$ cat src/rtl/letc_core_pkg.sv
// Shared definitions for the LETC core: pipeline stage indices and the
// hazard controller's sfence sequencing states.
package letc_core_pkg;

    localparam int STAGE_F1 = 0;
    localparam int STAGE_F2 = 1;
    localparam int STAGE_D  = 2;
    localparam int STAGE_E1 = 3;
    localparam int STAGE_E2 = 4;
    localparam int STAGE_W  = 5;

    typedef enum logic [1:0] {
        IDLE      = 2'd0,
        TLB_FLUSH = 2'd1,
        REFETCH   = 2'd2
    } hazard_fsm_e;

endpackage : letc_core_pkg

$ cat src/rtl/letc_core_sfence_seq.sv
// sfence.vma sequencer: waits for both TLB invalidate acknowledgements, then
// issues a one-cycle refetch redirect unless a trap aborted the sequence.
module letc_core_sfence_seq
    import letc_core_pkg::*;
(
    input  logic        i_clk,
    input  logic        i_rst_n,
    input  logic        i_sfence,
    input  logic [31:0] i_sfence_next_pc,
    input  logic        i_trap,
    input  logic        i_itlb_flush_done,
    input  logic        i_dtlb_flush_done,
    output hazard_fsm_e o_state,
    output logic        o_tlb_flush_req,
    output logic        o_refetch_valid,
    output logic [31:0] o_refetch_pc
);

    hazard_fsm_e state_q, state_d;
    logic        itlb_done_q, itlb_done_d;
    logic        dtlb_done_q, dtlb_done_d;
    logic        abort_refetch_q, abort_refetch_d;
    logic [31:0] refetch_pc_q, refetch_pc_d;

    // NOTE: non-blocking assignments only here, so every register samples
    // the pre-edge value of every other register.
    always_ff @(posedge i_clk or negedge i_rst_n) begin
        if (!i_rst_n) begin
            state_q         <= IDLE;
            itlb_done_q     <= 1'b0;
            dtlb_done_q     <= 1'b0;
            abort_refetch_q <= 1'b0;
            refetch_pc_q    <= 32'h0;
        end else begin
            state_q         <= state_d;
            itlb_done_q     <= itlb_done_d;
            dtlb_done_q     <= dtlb_done_d;
            abort_refetch_q <= abort_refetch_d;
            refetch_pc_q    <= refetch_pc_d;
        end
    end

    logic itlb_seen, dtlb_seen;

    always_comb begin
        // NOTE: every variable gets a default first so no path infers a latch.
        state_d         = state_q;
        itlb_done_d     = itlb_done_q;
        dtlb_done_d     = dtlb_done_q;
        abort_refetch_d = abort_refetch_q;
        refetch_pc_d    = refetch_pc_q;
        itlb_seen       = itlb_done_q | i_itlb_flush_done;
        dtlb_seen       = dtlb_done_q | i_dtlb_flush_done;

        unique case (state_q)
            IDLE: begin
                if (i_sfence && !i_trap) begin
                    state_d         = TLB_FLUSH;
                    refetch_pc_d    = i_sfence_next_pc;
                    itlb_done_d     = 1'b0;
                    dtlb_done_d     = 1'b0;
                    abort_refetch_d = 1'b0;
                end
            end
            TLB_FLUSH: begin
                itlb_done_d = itlb_seen;
                dtlb_done_d = dtlb_seen;
                if (i_trap) abort_refetch_d = 1'b1;
                // A done pulse counts in the cycle it arrives, not a cycle later.
                if (itlb_seen && dtlb_seen) begin
                    state_d         = (abort_refetch_q || i_trap) ? IDLE : REFETCH;
                    itlb_done_d     = 1'b0;
                    dtlb_done_d     = 1'b0;
                    abort_refetch_d = 1'b0;
                end
            end
            REFETCH: state_d = IDLE;
            default: state_d = IDLE;
        endcase
    end

    assign o_state         = state_q;
    assign o_tlb_flush_req = (state_q == TLB_FLUSH);
    assign o_refetch_valid = (state_q == REFETCH);
    assign o_refetch_pc    = refetch_pc_q;

endmodule : letc_core_sfence_seq

$ cat src/rtl/letc_core_hazard_ctrl.sv
// Central pipeline hazard controller: per-stage stall/flush, front-end redirect
// and sfence.vma sequencing. LETC_HAZARD_PERF_COUNTERS_EN adds perf counters.
module letc_core_hazard_ctrl
    import letc_core_pkg::*;
#(
    parameter int NUM_STAGES = 6
) (
    input  logic                  i_clk,
    input  logic                  i_rst_n,
    input  logic [NUM_STAGES-1:0] i_stage_ready,
    output logic [NUM_STAGES-1:0] o_stage_stall,
    output logic [NUM_STAGES-1:0] o_stage_flush,
    input  logic                  i_e1_branch_taken,
    input  logic [31:0]           i_e1_branch_target,
    input  logic                  i_e2_trap,
    input  logic [31:0]           i_e2_trap_pc,
    input  logic                  i_e2_sfence,
    input  logic [31:0]           i_e2_sfence_next_pc,
    output logic                  o_tlb_flush_req,
    input  logic                  i_itlb_flush_done,
    input  logic                  i_dtlb_flush_done,
    output logic                  o_redirect_valid,
    output logic [31:0]           o_redirect_pc
`ifdef LETC_HAZARD_PERF_COUNTERS_EN
    ,
    output logic [31:0]           o_perf_stall_cycles,
    output logic [15:0]           o_perf_flush_events
`endif
);

    hazard_fsm_e state;
    logic        refetch_valid;
    logic [31:0] refetch_pc;

    letc_core_sfence_seq u_sfence_seq (
        .i_clk             (i_clk),
        .i_rst_n           (i_rst_n),
        .i_sfence          (i_e2_sfence),
        .i_sfence_next_pc  (i_e2_sfence_next_pc),
        .i_trap            (i_e2_trap),
        .i_itlb_flush_done (i_itlb_flush_done),
        .i_dtlb_flush_done (i_dtlb_flush_done),
        .o_state           (state),
        .o_tlb_flush_req   (o_tlb_flush_req),
        .o_refetch_valid   (refetch_valid),
        .o_refetch_pc      (refetch_pc)
    );

    logic sfence_acc, branch_acc, refetch_now;

    assign sfence_acc  = i_e2_sfence & ~i_e2_trap & (state == IDLE);
    assign branch_acc  = i_e1_branch_taken & ~i_e2_trap & ~sfence_acc;
    assign refetch_now = refetch_valid & ~i_e2_trap;

    logic [NUM_STAGES-1:0] stall_raw;
    logic                  downstream_busy;

    always_comb begin
        stall_raw       = '0;
        o_stage_flush   = '0;
        downstream_busy = 1'b0;
        // Walk from W back to F1 so each stage sees the OR of all later not-ready bits.
        for (int k = NUM_STAGES - 1; k >= 0; k--) begin
            stall_raw[k]    = downstream_busy;
            downstream_busy = downstream_busy | ~i_stage_ready[k];
        end
        stall_raw[STAGE_F1] = stall_raw[STAGE_F1] | (state != IDLE);

        for (int k = 0; k < NUM_STAGES; k++) begin
            o_stage_flush[k] = (i_e2_trap  && (k <= STAGE_E2))
                            || (sfence_acc && (k <= STAGE_E1))
                            || (branch_acc && (k <= STAGE_D));
        end
    end

    assign o_stage_stall    = stall_raw & ~o_stage_flush;
    assign o_redirect_valid = i_e2_trap | refetch_now | branch_acc;
    assign o_redirect_pc    = i_e2_trap   ? i_e2_trap_pc :
                              refetch_now ? refetch_pc :
                              branch_acc  ? i_e1_branch_target : 32'h0;

`ifdef LETC_HAZARD_PERF_COUNTERS_EN
    always_ff @(posedge i_clk or negedge i_rst_n) begin
        if (!i_rst_n) begin
            o_perf_stall_cycles <= 32'h0;
            o_perf_flush_events <= 16'h0;
        end else begin
            if (o_stage_stall[STAGE_F1] && (o_perf_stall_cycles != '1))
                o_perf_stall_cycles <= o_perf_stall_cycles + 32'd1;
            if ((|o_stage_flush) && (o_perf_flush_events != '1))
                o_perf_flush_events <= o_perf_flush_events + 16'd1;
        end
    end
`else
    // Counters absent: no extra state in this build.
`endif

endmodule : letc_core_hazard_ctrl

$ cat config.mk
export PLATFORM = sky130hd
export DESIGN_NAME = letc_core_hazard_ctrl
export DESIGN_NICKNAME = d
export VERILOG_FILES = /design/src/rtl/letc_core_pkg.sv /design/src/rtl/letc_core_sfence_seq.sv /design/src/rtl/letc_core_hazard_ctrl.sv
export SDC_FILE = /design/constraint.sdc
export NUM_CORES = 1
export LEC_CHECK = 0
export ABC_AREA = 1
export CAP_MARGIN = 20
export CORE_MARGIN = 3
export CORE_UTILIZATION = 40
export DETAILED_ROUTE_END_ITERATION = 12
export PLACE_DENSITY = 0.89
export SLEW_MARGIN = 20
export SYNTH_ARGS = -nofsm -noshare
export SYNTH_HDL_FRONTEND = slang
export SYNTH_HIERARCHICAL = 1
export SYNTH_SLANG_ARGS = --single-unit
$ cat constraint.sdc
create_clock -name i_clk -period 1.6 [get_ports i_clk]
set_input_delay 0.16 -clock i_clk [delete_from_list [all_inputs] [get_ports i_clk]]
set_output_delay 0.16 -clock i_clk [all_outputs]
set_load 0.01 [all_outputs]
# == Word-level counts from Yosys, hierarchy flattened ==
# Cells that the tools add are included.
# op_classes
mux,15
n_eq_ne,5
n_bitwise,23
reduce_logical,13
# op_table
op,count
32-bit two-way mux,3
1-bit OR,9
1-bit inverter,7
5-bit by 6-bit bitwise AND with 6-bit output,1
2-bit two-way mux,3
5-bit inverter with 6-bit output,1
1-bit case mux with 2 select lines,3
2-bit AND reduction,3
1-bit bitwise AND,5
1-bit two-way mux,5
"2-bit by 1-bit != test with 1-bit output, second input constant",2
2-bit case mux with 2 select lines,1
2-bit nonzero test,2
1-bit logical OR,3
"3-bit by 2-bit != test with 1-bit output, second input constant",1
3-bit AND reduction,1
"2-bit by 1-bit equality test with 1-bit output, second input constant",1
"2-bit equality test, second input constant",1
1-bit logical AND,2
2-bit logical NOT,1
1-bit logical NOT,1
# totals
inputBits,109
regBits,37
out_inout_bits,46

# == Logic depth before layout (Yosys ltp) ==
# logic_depth
ltp_word,8
ltp_mapped,9
ltp_nobuf,7

# == Cells and area by module ==
# The synthesis kept the hierarchy.
# by_module_without_submodules
module,cells_each,area_per_inst_um2,n_inst
letc_core_sfence_seq,173,1625.3,1
letc_core_hazard_ctrl,308,1383.8,1

# == Least setup slack after synthesis ==
# Ideal clock, no wire load.
# synth_timing
path_kind,register to output
startpoint,"register u_sfence_seq.state_q[1], in the netlist u_sfence_seq/o_state[1]"
endpoint,output port o_redirect_pc[1]
t_required_ps,1440
path_buffers,2
path_stages_with_launch,10
setup_slack_ps,309
arrival_ps,1131
path_cell_list,dfrtp_1 -> inv_1 -> nor2_1 -> buf_2 -> inv_2 -> nand2_4 -> buf_6 -> nor2_1 -> nand3_1 -> nand2_1
# synth_rtl
element,line_no,rtl
"start, declared",letc_core_sfence_seq.sv:19,"hazard_fsm_e state_q, state_d;"
"start signal, assigned",letc_core_sfence_seq.sv:35,state_q <= state_d;
2-bit equality test,letc_core_sfence_seq.sv:84,assign o_refetch_valid = (state_q == REFETCH);
named net refetch_valid,letc_core_hazard_ctrl.sv:32,logic refetch_valid;
1-bit bitwise AND,letc_core_hazard_ctrl.sv:53,assign refetch_now = refetch_valid & ~i_e2_trap;
32-bit two-way mux,letc_core_hazard_ctrl.sv:79,refetch_now ? refetch_pc :
32-bit two-way mux,letc_core_hazard_ctrl.sv:78,assign o_redirect_pc = i_e2_trap ? i_e2_trap_pc :
"end, declared",letc_core_hazard_ctrl.sv:23,output logic [31:0] o_redirect_pc
# The timed path passes the listed nets, and every way through them passes these cells.

# == Final worst setup path ==
# layout_timing
startpoint,"register u_sfence_seq.state_q[1], in the netlist u_sfence_seq/o_state[1]"
endpoint,output port o_redirect_pc[9]
# Same word-level chain as after synthesis.

==> Flow_metrics.wiki <==
{| class="wikitable"
! Metric !! Value
|-
| Core region area || 7060 um^2
|-
| Final Wtd Congestion || 0.835
|-
| Highest attainable clock frequency || 582 MHz
|-
| Setup slack after layout || -119 ps
|-
| Post-synth top area share || 30.8%
|-
| Number of top-level pins || 155
|-
| Maximum fanout encountered on the critical timing path || 8
|-
| Area growth from synthesis to final layout || 63.8%
|-
| Area of all placed cells without fillers || 4930 um^2
|-
| Share of post-route cells with drive strength above 1 || 25.0%
|-
| EDFF count, synth || 0
|-
| Clk Latency, worst-skew pair || 280 ps
|-
| Slowest cell on the critical path || sky130_fd_sc_hd__dfrtp_1
|-
| Chip Width || 92.7 um
|-
| Cell-by-cell trace of the critical path || inv_2, nor2_4, buf_12, inv_16, nand2_8, nor2_1, nand3_2, nand2_1, buf_2
|-
| DP HPWL || 7.02 mm
|-
| Number of distinct library cells after synthesis || 20
|-
| Number of synthesis warnings || 6
|-
| Synthesized instance count || 481
|-
| Largest net degree at the start of global routing || 41
|-
| Logic pwr share || 50.5%
|-
| Area leader, netlist || sky130_fd_sc_hd__dfrtp_1
|-
| Final setup violation count || 35
|-
| Portion of total power attributed to sequential cells || 36.1%
|-
| Violations in the final reports || negative setup slack
|-
| Global-route congestion overflow total || 0
|-
| Number of inserted diodes || 0
|-
| Switch Pwr || 1.83 mW
|-
| Initial core utilization || 42.6%
|-
| Post-placement cell area || 4600 um^2
|-
| Flip-flop and latch count after synthesis || 37
|-
| Synthesized area per cell || 6.26 um^2
|-
| Total of buffers placed on input and output ports || 151
|-
| Power after layout || 4.62 mW
|-
| Max-slew violation total from the final report || 0
|-
| Clock Sink Count || 37
|-
| # fillers || 603
|-
| Clock-pin slew of the registers on the worst-case setup and hold paths || 70 ps
|-
| Required time of the critical path || 1440 ps
|-
| CP max stage delay || 400 ps
|-
| Die Y-Extent || 92.7 um
|-
| Number of DRC markers in iteration 0 || 132
|-
| Leakage Power || 2.68 nW
|-
| Gr usage total || 21.9%
|-
| TritonCTS clock tree || done
|-
| Routed Wire Length || 10.0 mm
|-
| Per-cell routed wire length || 13.6 um
|-
| Max capacitance violation total || 0
|-
| Sequential area share after synthesis || 30.8%
|-
| Syn Std Cell Area || 3010 um^2
|-
| Minimum clock period || 1720 ps
|-
| Vias || 3432
|-
| Initial antenna violation count || 0
|-
| Async S/R FF share, synth || 100%
|-
| Worst IR drop on VDD || 561 uV
|-
| Number of clock buffers inserted by TritonCTS || 5
|-
| Antenna violation net count after detailed routing || 0
|-
| Slew at the pin closest to its max-slew limit || 805 ps
|-
| Hold Fails Final Rpt || 0
|-
| Setup clock skew after layout || 2.16 ps
|-
| Maximum level of the CTS H-tree || 2
|-
| Leading post-synthesis cells by cell area || sky130_fd_sc_hd__dfrtp_1 31%, sky130_fd_sc_hd__nand2_1 18%, sky130_fd_sc_hd__inv_1 14%, sky130_fd_sc_hd__nand3_1 11%, sky130_fd_sc_hd__o21ai_2 6.7%
|-
| Most used flip-flop cell after synthesis || sky130_fd_sc_hd__dfrtp_1
|-
| NumNets Final || 749
|-
| Total die area || 8600 um^2
|-
| # placed instances || 716
|-
| Worst relative slew slack || 46.3%
|-
| Internal Dissipation || 2.79 mW
|-
| Switching power share of the total || 39.6%
|-
| CTS root buf || sky130_fd_sc_hd__clkbuf_8
|-
| Finished Layout Cells || 737
|-
| Kind of critical path || reg -> out
|-
| Arrival time of the worst setup path || 1560 ps
|-
| DRT Pass-1 Iters || 4
|-
| Most frequently used cell type in the post-synthesis netlist || sky130_fd_sc_hd__nand2_1
|-
| Via count of the first global-routing pass || 3388
|-
| Setup repair after global routing missed its margin || yes
|-
| Share of the clock period used by the worst path || 107%
|-
| Proportion of power drawn by the clock network || 13.3%
|-
| Most frequent cells after synthesis || 145 x sky130_fd_sc_hd__nand2_1, 109 x sky130_fd_sc_hd__inv_1, 65 x sky130_fd_sc_hd__nand3_1
|-
| Critical path launch point type || flop
|-
| Number of remaining DRC errors || 0
|-
| Power Dens Cells || 937 nW/um^2
|-
| Multi-input gate area in the final layout || 1660 um^2
|-
| Capturing element type of the critical path || output port
|-
| Via-to-Cell Ratio || 4.66
|-
| Tightest Hold Check Type || in -> reg
|-
| Result of the run || complete, but fails checks
|-
| Sequential cell area || 927 um^2
|-
| Wire length of the first global-routing pass || 15.3 mm
|-
| Maximum count of clock buffers along a single path || 2
|-
| Number of cell rows || 30
|}
==> routing by layer <==
layer / global-route usage, % / up-vias / wire length (um)
li1: - / 1730 / -
met2: 40.6 / 140 / 5200
met3: 3.74 / 13 / 680
met5: 0 / - / 0
met1: 25.7 / 1549 / 4000
met4: 6.59 / 0 / 118
==> power by group through the flow <==
stage / Clock, mW / Sequential (mW) / Combinational, mW
6_report: 0.616 / 1.67 / 2.33
3_3_place_gp: 0 / 1.59 / 1.95
4_1_cts: 0.631 / 1.63 / 2.15
3_5_place_dp: 0 / 1.62 / 2.04
5_1_grt: 0.682 / 1.71 / 2.55
2_1_floorplan: 0 / 1.56 / 1.26
==> state kept, by name, summed over array words and instances (netlist names) <==
register	flops
u_sfence_seq/itlb_done_q	1
u_sfence_seq/dtlb_done_q	1
u_sfence_seq/o_state	2
u_sfence_seq/abort_refetch_q	1
u_sfence_seq/o_refetch_pc	32
==> kinds of logic after synthesis <==
logic type,after synthesis,synth area share (%)
compound gates,34,8.69
buf+inv,143,23.0
flops,37,30.8
other cells,1,0.125
simple gates,266,37.5
==> through the flow <==
step / setup slack (ps) / util (%) / setup TNS (ps) / hold WS (ps)
after global placement: -270 / 65.2 / -9430 / 287
after detailed placement: -304 / 65.2 / -10460 / 291
after global routing: -197 / 69.8 / -5360 / 423
final: -119 / 69.8 / -2840 / 415
after CTS: -176 / 68.0 / -2940 / 410
after floorplan: 309 / - / 0 / -136
==> critical path: cells and delay by family (launching register included) <==
family	cells	cell delay [ps]
and+or+nand+nor	5	440
DFF	1	400
buffers and inverters	4	450
==> cells in the final DEF, fill, tap and decap left out, types with 2 or more instances in the layout <==
cell type,synthesis,final
sky130_fd_sc_hd__clkinv_2,0,2
sky130_fd_sc_hd__clkbuf_8,0,5
sky130_fd_sc_hd__clkbuf_2,1,7
sky130_fd_sc_hd__nand2_4,2,2
sky130_fd_sc_hd__buf_2,7,34
sky130_fd_sc_hd__nand2_2,0,2
sky130_fd_sc_hd__buf_12,0,10
sky130_fd_sc_hd__nand3_2,2,24
sky130_fd_sc_hd__o21ai_1,9,9
sky130_fd_sc_hd__clkdlybuf4s50_1,0,107
sky130_fd_sc_hd__inv_1,109,107
sky130_fd_sc_hd__nor2_2,1,16
sky130_fd_sc_hd__o31ai_1,2,2
sky130_fd_sc_hd__nor2_4,2,5
sky130_fd_sc_hd__buf_6,13,4
sky130_fd_sc_hd__nor2_1,48,30
sky130_fd_sc_hd__nand3_1,65,42
sky130_fd_sc_hd__conb_1,1,2
sky130_fd_sc_hd__o21ai_2,23,23
sky130_fd_sc_hd__nand2_1,145,142
sky130_fd_sc_hd__buf_4,11,12
sky130_fd_sc_hd__buf_8,0,3
sky130_fd_sc_hd__inv_2,1,2
sky130_fd_sc_hd__dfrtp_1,37,36
sky130_fd_sc_hd__nand2_8,0,4
==> final timing paths <==
path,start,end,slack [ps],cells past startpoint
worst max-delay path,u_sfence_seq/o_state[1]$_DFFE_PN0P_,o_redirect_pc[9],-120,9
min in group asynchronous,i_rst_n,u_sfence_seq/o_refetch_pc[14]$_DFFE_PN0P_,530,2
worst max register to register,u_sfence_seq/o_state[0]$_DFFE_PN0P_,u_sfence_seq/o_refetch_pc[11]$_DFFE_PN0P_,120,7
worst min-delay path,i_e2_sfence_next_pc[1],u_sfence_seq/o_refetch_pc[1]$_DFFE_PN0P_,420,3
max in group asynchronous,i_rst_n,u_sfence_seq/o_state[0]$_DFFE_PN0P_,510,2
worst min register to register,u_sfence_seq/o_refetch_pc[20]$_DFFE_PN0P_,u_sfence_seq/o_refetch_pc[20]$_DFFE_PN0P_,490,2
==> area by class of cell <==
| class | count | area share (%) |
|---|---|---|
| clock buffers | 6 | 1.47 |
| multi-input cells | 305 | 33.7 |
| clock inverters | 2 | 0.203 |
| well taps | 96 | 2.44 |
| flip-flops and latches | 37 | 18.8 |
| inverters | 111 | 8.89 |
| repair buffers | 180 | 34.5 |
==> what timing repair did <==
item,in CTS,in global routing
pin swaps,6,28
gates resized for setup,160,73
gates cloned,5,1
hold buffers,1,0
setup buffers,3,3
setup endpoints to repair,42,41
endpoints found under the hold margin,37,0
(Power assumes the default switching activity.)
